<file path="config.mk">
export PLATFORM = sky130hd
export DESIGN_NAME = priority_encode_log
export DESIGN_NICKNAME = d
export VERILOG_FILES = /design/src/rtl/priority_encode_log_pkg.sv /design/src/rtl/priority_encode_log_pe_merge.sv /design/src/rtl/priority_encode_log.sv
export SDC_FILE = /design/constraint.sdc
export NUM_CORES = 1
export LEC_CHECK = 0
export ABC_AREA = 0
export ABC_CLOCK_PERIOD_IN_PS = 800
export BUFFER_PORTS_ARGS = -buffer_cell sky130_fd_sc_hd__buf_2
export CAP_MARGIN = 20
export CORE_AREA = 3 3 403 405
export CTS_CLUSTER_DIAMETER = 100
export DETAILED_ROUTE_END_ITERATION = 10
export DIE_AREA = 0 0 406 408
export GPL_ROUTABILITY_DRIVEN = 1
export GPL_TIMING_DRIVEN = 0
export SLEW_MARGIN = 10
export SYNTH_ARGS = -nofsm -noshare
export SYNTH_HDL_FRONTEND = slang
export SYNTH_SLANG_ARGS = --single-unit
</file>
<file path="constraint.sdc">
create_clock -name clk -period 0.8 [get_ports clk]
set_input_delay 0.04 -clock clk [delete_from_list [all_inputs] [get_ports clk]]
set_output_delay 0.04 -clock clk [all_outputs]
set_load 0.02 [all_outputs]
</file>
<file path="src/rtl/priority_encode_log_pkg.sv">
// Shared sizing helpers for the lowest-index-first priority encoder.
package priority_encode_log_pkg;

    // Default geometry: 1024 request slots encoded into a 10-bit index.
    localparam int DEFAULT_WIDTH     = 1024;
    localparam int DEFAULT_LOG_WIDTH = 10;

    // Number of leaves in the reduction tree once decode is zero-extended.
    function automatic int pad_width(input int log_width);
        return 1 << log_width;
    endfunction

endpackage

</file>
<file path="src/rtl/priority_encode_log_pe_merge.sv">
// One node of the priority reduction tree: merges a low half and a high half,
// the low half always winning when it has any request.
module pe_merge #(
    parameter  int K  = 1,
    localparam int KW = (K > 0) ? K : 1
) (
    input  logic          v_l_i,
    input  logic [KW-1:0] i_l_i,
    input  logic          v_h_i,
    input  logic [KW-1:0] i_h_i,
    output logic          v_o,
    output logic [K:0]    i_o
);

    assign v_o = v_l_i | v_h_i;

    if (K == 0) begin : g_leaf_pair
        // Leaves carry no index bits; the child indices are placeholders only.
        logic unused_idx;
        assign unused_idx = ^{i_l_i, i_h_i};
        assign i_o = v_l_i ? 1'b0 : 1'b1;
    end else begin : g_inner
        // New MSB records which half won; lower bits come from the winner.
        assign i_o = v_l_i ? {1'b0, i_l_i} : {1'b1, i_h_i};
    end

endmodule

</file>
<file path="src/rtl/priority_encode_log.sv">
// Lowest-index-first priority encoder over a wide request vector.
// A log2-depth tree of pe_merge cells feeds a single output register.
//
// Interface: valid qualifies encode in the same cycle. There is no ready and
// no stall; a new decode vector is sampled on every rising clk edge and its
// result appears on encode/valid exactly one edge later.
module priority_encode_log
    import priority_encode_log_pkg::*;
#(
    parameter int width     = DEFAULT_WIDTH,
    parameter int log_width = DEFAULT_LOG_WIDTH
) (
    input  logic                 clk,
    input  logic                 rst,
    input  logic [width-1:0]     decode,
    output logic [log_width-1:0] encode,
    output logic                 valid
);

    localparam int FULL = pad_width(log_width);

    if (width > FULL || width < 1 || log_width < 1) begin : g_bad_size
        $error("priority_encode_log: width must be in [1, 2**log_width]");
    end

    // Zero-extend the request vector so the tree is a perfect binary tree;
    // padded bits are always 0 and therefore never win.
    logic [FULL-1:0] req;

    always_comb begin
        req               = '0;
        req[width-1:0]    = decode;
    end

    // Reduction tree: level l has FULL>>l nodes, each with an l-bit index.
    for (genvar l = 1; l <= log_width; l++) begin : g_lvl
        localparam int NODES = FULL >> l;
        logic [NODES-1:0]        v;
        logic [NODES-1:0][l-1:0] idx;

        for (genvar n = 0; n < NODES; n++) begin : g_node
            if (l == 1) begin : g_from_req
                pe_merge #(.K(0)) u_merge (
                    .v_l_i (req[2*n]),
                    .i_l_i (1'b0),
                    .v_h_i (req[2*n+1]),
                    .i_h_i (1'b0),
                    .v_o   (v[n]),
                    .i_o   (idx[n])
                );
            end else begin : g_from_lvl
                pe_merge #(.K(l-1)) u_merge (
                    .v_l_i (g_lvl[l-1].v[2*n]),
                    .i_l_i (g_lvl[l-1].idx[2*n]),
                    .v_h_i (g_lvl[l-1].v[2*n+1]),
                    .i_h_i (g_lvl[l-1].idx[2*n+1]),
                    .v_o   (v[n]),
                    .i_o   (idx[n])
                );
            end
        end
    end

    logic                 root_v;
    logic [log_width-1:0] root_i;

    assign root_v = g_lvl[log_width].v[0];
    assign root_i = g_lvl[log_width].idx[0];

    logic                 valid_d, valid_q;
    logic [log_width-1:0] encode_d, encode_q;

    // Next output: the root index, forced to 0 when nothing is requesting.
    always_comb begin
        valid_d  = root_v;
        encode_d = root_v ? root_i : '0;
    end

    // Output register with asynchronous active-low clear.
    always_ff @(posedge clk or negedge rst) begin
        if (!rst) begin
            valid_q  <= 1'b0;
            encode_q <= '0;
        end else begin
            valid_q  <= valid_d;
            encode_q <= encode_d;
        end
    end

    assign valid  = valid_q;
    assign encode = encode_q;

endmodule

</file>
==> flow_summary_export.csv, run 1 <==
group,metric,value,unit
status,run_status,"finished with violations",
global_route,grt_start_max_net_pins,12,
floorplanning,io-pin-count,1037,
setup_path,cp_max_fo,3,
placement,place.port_buffers,1036,
yosys,ys.flop_type,"sky130_fd_sc_hd__dfrtp_1",
yosys,synth_adder_area_share,0,
drt,routed_wire_length_per_instance,24.6,um
setup_path,critical_path_arrival,3050,ps
global_route,first_pass_grt_wire_length,171,mm
pwr,p_per_area,410,nW/um^2
layout,finish.instance_area,22600,um^2
drt,dr.first_iter.drc_count,1931,
setup_path,crit_end_category,"register",
layout,layout-area-overhead-vs-synth,94.6,%
drt,detail-route-antenna-nets,0,
setup_path,crit_path_start_kind,"input pin",
placement,globalplace.congestion,1.02,
clock_tree,clkTransAtPathRegs,50,ps
timing,final_hold_viol_count,0,
yosys,post_synth_mux_area_share,0.00183,
setup_path,setup.worst_path.class,"input pin to register",
setup_path,timing.critical_path.required,900,ps
yosys,number_of_distinct_standard_cells_referenced_by_the_synthesized_netlist,91,
yosys,synth_compound_gate_area_share,0.403,
pwr,power.ir.vdd_worst,0.460,mV
setup_path,worstPathCellList,"buf_8, or4_4, nor4_4, and2_4, nand3_4, or4_4, nor4_4, buf_12, nor2_4, buf_12, buf_6, o2111ai_4, o2111ai_2",
layout,num-nets-final,4242,
global_route,grt_remaining_overflow,0,
timing,max-slew-margin-rel,0.213,
worst_hold_path,path_category_of_the_worst_min_delay_check,"input pin to asynchronous set/reset pin",
layout,layout-drive-gt1-share,0.443,
clock_tree,cts_inserted_buffers,3,
clock_tree,clock_path_buffers,2,
timing,rsz0062_at_grt,"true",
layout,most_frequent_cells_in_the_layout,"1023 x sky130_fd_sc_hd__buf_2, 307 x sky130_fd_sc_hd__nor2_1, 269 x sky130_fd_sc_hd__a21oi_1",
run,max_cap_viols,0,
yosys,post_synth_and_or_nand_nor_area_fraction,0.505,
yosys,synthXorXnorAreaFrac,0,
floorplanning,die_h,408,um
clock_tree,tritoncts,"yes",
yosys,synth_enable_flop_cells,0,
clock_tree,root_buffer_cell,"sky130_fd_sc_hd__clkbuf_16",
yosys,main_combinational_cell_family_by_area_after_synthesis,"simple AND/OR/NAND/NOR gates",
global_route,number_of_antenna_violations_at_the_first_check_in_global_routing,85,
floorplanning,floorplan.die_area,166000,um^2
pwr,leakage,9.09,nW
drt,route.vias.total,22800,
clock_tree,cts.sinks,11,
drt,remaining_drc_errors,0,
yosys,syn_area_per_cell,5.68,um^2
floorplanning,floorplan.initialDensity,0.0731,
timing,final.hold.worst_slack,249,ps
drt,first_pass_iters,5,
setup_path,path_delay_family,"simple AND/OR/NAND/NOR gates",
clock_tree,cts_htree_levels,1,
floorplanning,placement_rows,146,
timing,worst_slew_pin_slew,1170,ps
timing,timing.final.ws_setup,-2150,ps
global_route,via_count_of_the_first_global_routing_pass,22000,
timing,finalSetupViolCount,14,
yosys,yosys_warnings,0,
status,violations,"setup timing",
setup_path,crit_path_max_incr_delay,600,ps
timing,post-route-period-util,3.69,
yosys,synth_seq_area_share,0.0237,
placement,hpwl_dp,119,mm
global_route,grt_util_all_layers,0.148,
setup_path,critPathBufInv,4,
placement,dpl_worst_slack,-4640,ps
placement,dpl_cell_area,20000,um^2
yosys,mappedNetlistArea,11600,um^2
yosys,postSynthCellCount,2042,
timing,maxClockFrequency,338,MHz
floorplanning,placeableCoreArea,159000,um^2
drt,finalWirelength,132,mm
drt,via_density_per_instance,4.26,
floorplanning,floorplan.die.width,406,um
yosys,syn_nets,3068,
yosys,async_set_or_reset_flop_fraction_in_the_synthesized_netlist,1.00,
setup_path,cp_slowest_cell,"sky130_fd_sc_hd__or4_4",
layout,mostFrequentLayoutCell,"sky130_fd_sc_hd__buf_2",
timing,final_max_slew_viol_count,0,
timing,final.min_clock_period,2950,ps
yosys,synth_seq_cells,11,
==> final cells by class <==
type | instances | area [um^2]
multi-input cells | 1826 | 12300
diodes | 68 | 170
clock inverters | 1 | 5.00
flip-flops and latches | 11 | 275
plain buffers | 3 | 11.3
fillers | 18400 | 136000
repair buffers | 1170 | 6370
well taps | 2072 | 2590
clock buffers | 3 | 75.1
inverters | 201 | 754
==> repair_timing <==
| action | in CTS | in global routing |
|---|---|---|
| resized for setup | 182 | 80 |
| pin swaps | 55 | 38 |
| setup buffers | 81 | 31 |
| endpoints found under the setup margin | 22 | 22 |
| hold endpoints to repair | 11 | 0 |
| hold buffers | 1 | 0 |
==> worst paths after layout <==
kind | start | endpoint | slack, ps | depth (start not counted)
min in group clk | decode[64] | encode[2] | 420 | 6
setup / recovery | decode[915] | encode[4] | -2150 | 13
max in group asynchronous | rst | encode[1] | 320 | 2
hold / removal | rst | encode[6] | 250 | 2
==> synthesized netlist by cell type, types with 14 or more instances <==
cell / number / area (um^2)
sky130_fd_sc_hd__a21oi_1: 274 / 1370
sky130_fd_sc_hd__a31oi_1: 28 / 175
sky130_fd_sc_hd__inv_1: 201 / 754
sky130_fd_sc_hd__nand2_1: 121 / 454
sky130_fd_sc_hd__nand2b_1: 31 / 194
sky130_fd_sc_hd__nand3_1: 22 / 110
sky130_fd_sc_hd__nand4_1: 42 / 263
sky130_fd_sc_hd__nor2_1: 313 / 1170
sky130_fd_sc_hd__nor2b_1: 62 / 388
sky130_fd_sc_hd__nor3_1: 108 / 541
sky130_fd_sc_hd__nor4_1: 233 / 1460
sky130_fd_sc_hd__nor4_2: 16 / 200
sky130_fd_sc_hd__o2111ai_1: 14 / 123
sky130_fd_sc_hd__o21ai_0: 176 / 881
sky130_fd_sc_hd__o21bai_1: 50 / 375
sky130_fd_sc_hd__o31a_1: 16 / 140
sky130_fd_sc_hd__o31ai_1: 40 / 300
sky130_fd_sc_hd__or4_1: 40 / 300
==> stage by stage <==
stage	power (mW)	TNS [ps]	util	std cells
2_1_floorplan	2.55	-15510	-	2042
3_3_place_gp	7.45	-63630	0.124	5150
3_5_place_dp	7.60	-42960	0.126	5174
4_1_cts	8.95	-22300	0.137	5260
5_1_grt	9.97	-21980	0.142	5345
6_report	9.26	-21200	0.142	5355
==> metal layers <==
metal  global-route usage  wire length (um)
met1                0.183             53600
met2                0.244             61300
met3               0.0292              9760
met4               0.0748              6810
met5                    0                89
==> cell families after synthesis <==
kind of cell / after synthesis
AO/OA/AOI/OAI: 753
flip-flops: 11
multiplexers: 2
AND/OR/NAND/NOR: 1071
buffers and inverters: 205
==> where the power goes <==
| group | total, mW | switching [mW] | leakage (nW) | internal (mW) |
|---|---|---|---|---|
| logic | 7.72 | 4.53 | 8.90 | 3.19 |
| registers | 0.570 | 0.00393 | 0.146 | 0.566 |
| clock network | 0.970 | 0.304 | 0.0413 | 0.667 |
==> state kept, by name, indices dropped and copies added, names as in the netlist <==
register,flops
encode,10
valid,1
(Power assumes the default switching activity.)
==> run 2: changes to the inputs <==
--- a/config.mk
+++ b/config.mk
@@ -9,12 +9,15 @@
 export ABC_CLOCK_PERIOD_IN_PS = 800
 export BUFFER_PORTS_ARGS = -buffer_cell sky130_fd_sc_hd__buf_2
 export CAP_MARGIN = 20
-export CORE_AREA = 3 3 403 405
+export CELL_PAD_IN_SITES_DETAIL_PLACEMENT = 1
+export CELL_PAD_IN_SITES_GLOBAL_PLACEMENT = 1
+export CORE_AREA = 3 3 398 400
 export CTS_CLUSTER_DIAMETER = 100
 export DETAILED_ROUTE_END_ITERATION = 10
-export DIE_AREA = 0 0 406 408
+export DIE_AREA = 0 0 401 403
 export GPL_ROUTABILITY_DRIVEN = 1
 export GPL_TIMING_DRIVEN = 0
+export PLACE_DENSITY_LB_ADDON = 0.1
 export SLEW_MARGIN = 10
 export SYNTH_ARGS = -nofsm -noshare
 export SYNTH_HDL_FRONTEND = slang
==> run 2 against run 1 <==
Compared with the run above:
- the run still ends with setup timing left
- via count down 5.4%
- global-route usage grew 0.24 points
- setup slack gained 220 ps
- hold slack better by 51 ps
- fmax grew 8.0%
- largest power group unchanged
- die area down 2.4%
- first-iteration DRC count shrank 57%
- clock-buffer cell count increased by 1
- design area rose by 0.26%
- sequential power is essentially flat
- core utilization grew 0.32 points
- sequential share of layout area is essentially flat
==> flow_summary_export.csv, run 2 (same netlist as run 1, synthesis figures left out) <==
group,metric,value,unit
pwr,clock_power_share,0.110,
global_route,grt_util_all_layers,0.151,
floorplanning,die_h,403,um
clock_tree,clkTransAtPathRegs,50,ps
floorplanning,placement_rows,145,
timing,maxClockFrequency,366,MHz
timing,final_hold_viol_count,0,
pwr,p_per_area,400,nW/um^2
drt,via_density_per_instance,4.08,
global_route,grt_start_max_net_pins,12,
setup_path,timing.critical_path.required,960,ps
placement,globalplace.congestion,0.826,
layout,layout-drive-gt1-share,0.447,
timing,worst_slew_pin_slew,959,ps
global_route,via_count_of_the_first_global_routing_pass,23100,
timing,final.min_clock_period,2740,ps
drt,route.vias.total,21600,
run,max_cap_viols,0,
timing,post-route-period-util,3.42,
drt,routedLengthMet1,53.0,mm
drt,route.met3.wl,6.48,mm
pwr,power,9.06,mW
clock_tree,root_buffer_cell,"sky130_fd_sc_hd__clkbuf_16",
clock_tree,cts_htree_levels,1,
floorplanning,floorplan.initialDensity,0.0746,
pwr,p_int,4.43,mW
drt,met2_length,68.4,mm
layout,mostFrequentLayoutCell,"sky130_fd_sc_hd__buf_2",
layout,largest_register_ffs,10,
drt,remaining_drc_errors,0,
placement,place.port_buffers,1036,
layout,final.fill_count,19200,
pwr,power.sequential.fraction,0.063,
pwr,leakage,9.03,nW
status,run_status,"finished with violations",
worst_hold_path,path_category_of_the_worst_min_delay_check,"input pin to asynchronous set/reset pin",
clock_tree,tritoncts,"yes",
floorplanning,floorplan.die_area,162000,um^2
setup_path,critical_path_arrival,2890,ps
drt,detail-route-antenna-nets,0,
floorplanning,io-pin-count,1037,
global_route,first_pass_grt_wire_length,176,mm
timing,max-slew-margin-rel,0.359,
layout,most_frequent_cells_in_the_layout,"1010 x sky130_fd_sc_hd__buf_2, 308 x sky130_fd_sc_hd__nor2_1, 264 x sky130_fd_sc_hd__a21oi_1",
layout,layout-area-overhead-vs-synth,95.1,%
global_route,number_of_antenna_violations_at_the_first_check_in_global_routing,114,
drt,first_pass_iters,4,
drt,routed_wire_length_per_instance,24.5,um
placement,place.detailed.instances,5140,
pwr,power_switching,4.63,mW
setup_path,crit_end_category,"register",
placement,dpl_worst_slack,-4550,ps
placement,hpwl_dp,120,mm
floorplanning,placeableCoreArea,156000,um^2
pwr,combinationalPowerShare,0.827,
global_route,grt_remaining_overflow,0,
drt,finalWirelength,130,mm
floorplanning,floorplan.die.width,401,um
timing,rsz0062_at_grt,"true",
drt,dr.first_iter.drc_count,828,
clock_tree,clock_path_buffers,2,
clock_tree,cts.sinks,11,
timing,final_max_slew_viol_count,0,
setup_path,crit_path_start_kind,"input pin",
drt,highest-signal-layer,"met5",
pwr,power.ir.vdd_worst,0.470,mV
timing,final.hold.worst_slack,299,ps
timing,timing.final.ws_setup,-1940,ps
pwr,switching_share,0.511,
status,violations,"setup timing",
setup_path,setup.worst_path.class,"input pin to register",
layout,num-nets-final,4215,
layout,layoutNonFillerInstCount,5287,
clock_tree,cts_inserted_buffers,3,
setup_path,cp_max_fo,3,
timing,finalSetupViolCount,17,
==> run 2: cell count changes in the layout (fill, tap and decap cells not counted), moves of 7 or more <==
cell,change
sky130_fd_sc_hd__nor4_2,+7
sky130_fd_sc_hd__buf_6,+7
sky130_fd_sc_hd__nor4_4,+12
sky130_fd_sc_hd__buf_2,-13
sky130_fd_sc_hd__buf_4,-16
sky130_fd_sc_hd__diode_2,-27
sky130_fd_sc_hd__o21ai_1,-7
sky130_fd_sc_hd__nor4_1,-19
==> run 2: what timing repair did <==
| item | in CTS | in global routing |
|---|---|---|
| endpoints found under the setup margin | 22 | 22 |
| gates resized for setup | 231 | 107 |
| hold buffers | 1 | 0 |
| endpoints found under the hold margin | 11 | 0 |
| pin swaps | 57 | 48 |
| setup buffers | 74 | 31 |
| gates cloned | 0 | 0 |
==> run 2: critical path, stage by stage <==
cell                      delay [ps]
sky130_fd_sc_hd__buf_6            90
sky130_fd_sc_hd__or4_4           570
sky130_fd_sc_hd__nor2_1          350
sky130_fd_sc_hd__nor2_1           60
sky130_fd_sc_hd__o21ai_0         650
sky130_fd_sc_hd__a32oi_1         370
sky130_fd_sc_hd__o31ai_4         420
sky130_fd_sc_hd__o311a_1         330
==> run 2: layout make-up <==
class | count | area (um^2) | share of cell area
Multi-Input combinational cell | 1826 | 12600 | 0.557
Clock buffer | 4 | 78.8 | 0.00348
Timing Repair Buffer | 1145 | 6230 | 0.275
Antenna cell | 41 | 103 | 0.00453
Tap cell | 2058 | 2570 | 0.114
Buffer | 1 | 3.75 | 0.000166
Inverter | 201 | 754 | 0.0333
Sequential cell | 11 | 275 | 0.0122
==> run 2: power groups by stage <==
| stage | clock [mW] | combinational [mW] | sequential [mW] |
|---|---|---|---|
| 6_report | 1.00 | 7.49 | 0.569 |
| 5_1_grt | 1.08 | 8.29 | 0.568 |
| 4_1_cts | 1.07 | 7.30 | 0.568 |
| 3_5_place_dp | 0 | 6.85 | 0.576 |
| 3_3_place_gp | 0 | 6.86 | 0.576 |
| 2_1_floorplan | 0 | 1.96 | 0.587 |
==> run 2: how the worst max path moves through the flow <==
stage	start	to	slack [ps]	cells after the start
floorplan	decode[915]	encode[1]	-1560	9
global placement	decode[282]	encode[4]	-6070	10
detailed placement	decode[284]	encode[4]	-4550	11
CTS	decode[199]	encode[1]	-2040	11
global route	decode[23]	encode[1]	-2090	11
finish	decode[311]	encode[3]	-1940	8
==> run 2: per-layer routing <==
layer / up-vias / track usage
li1: 10300 / -
met5: - / 0
met3: 162 / 0.0314
met2: 655 / 0.291
met4: 50 / 0.0100
met1: 10400 / 0.176
==> run 2: per-stage QoR <==
step                 util  area (um^2)  setup TNS (ps)
floorplan               -        11900          -15510
global placement    0.126        19600          -59360
detailed placement  0.127        19700          -43040
CTS                 0.139        21700          -20180
global route        0.145        22600          -20680
finish              0.145        22600          -18740
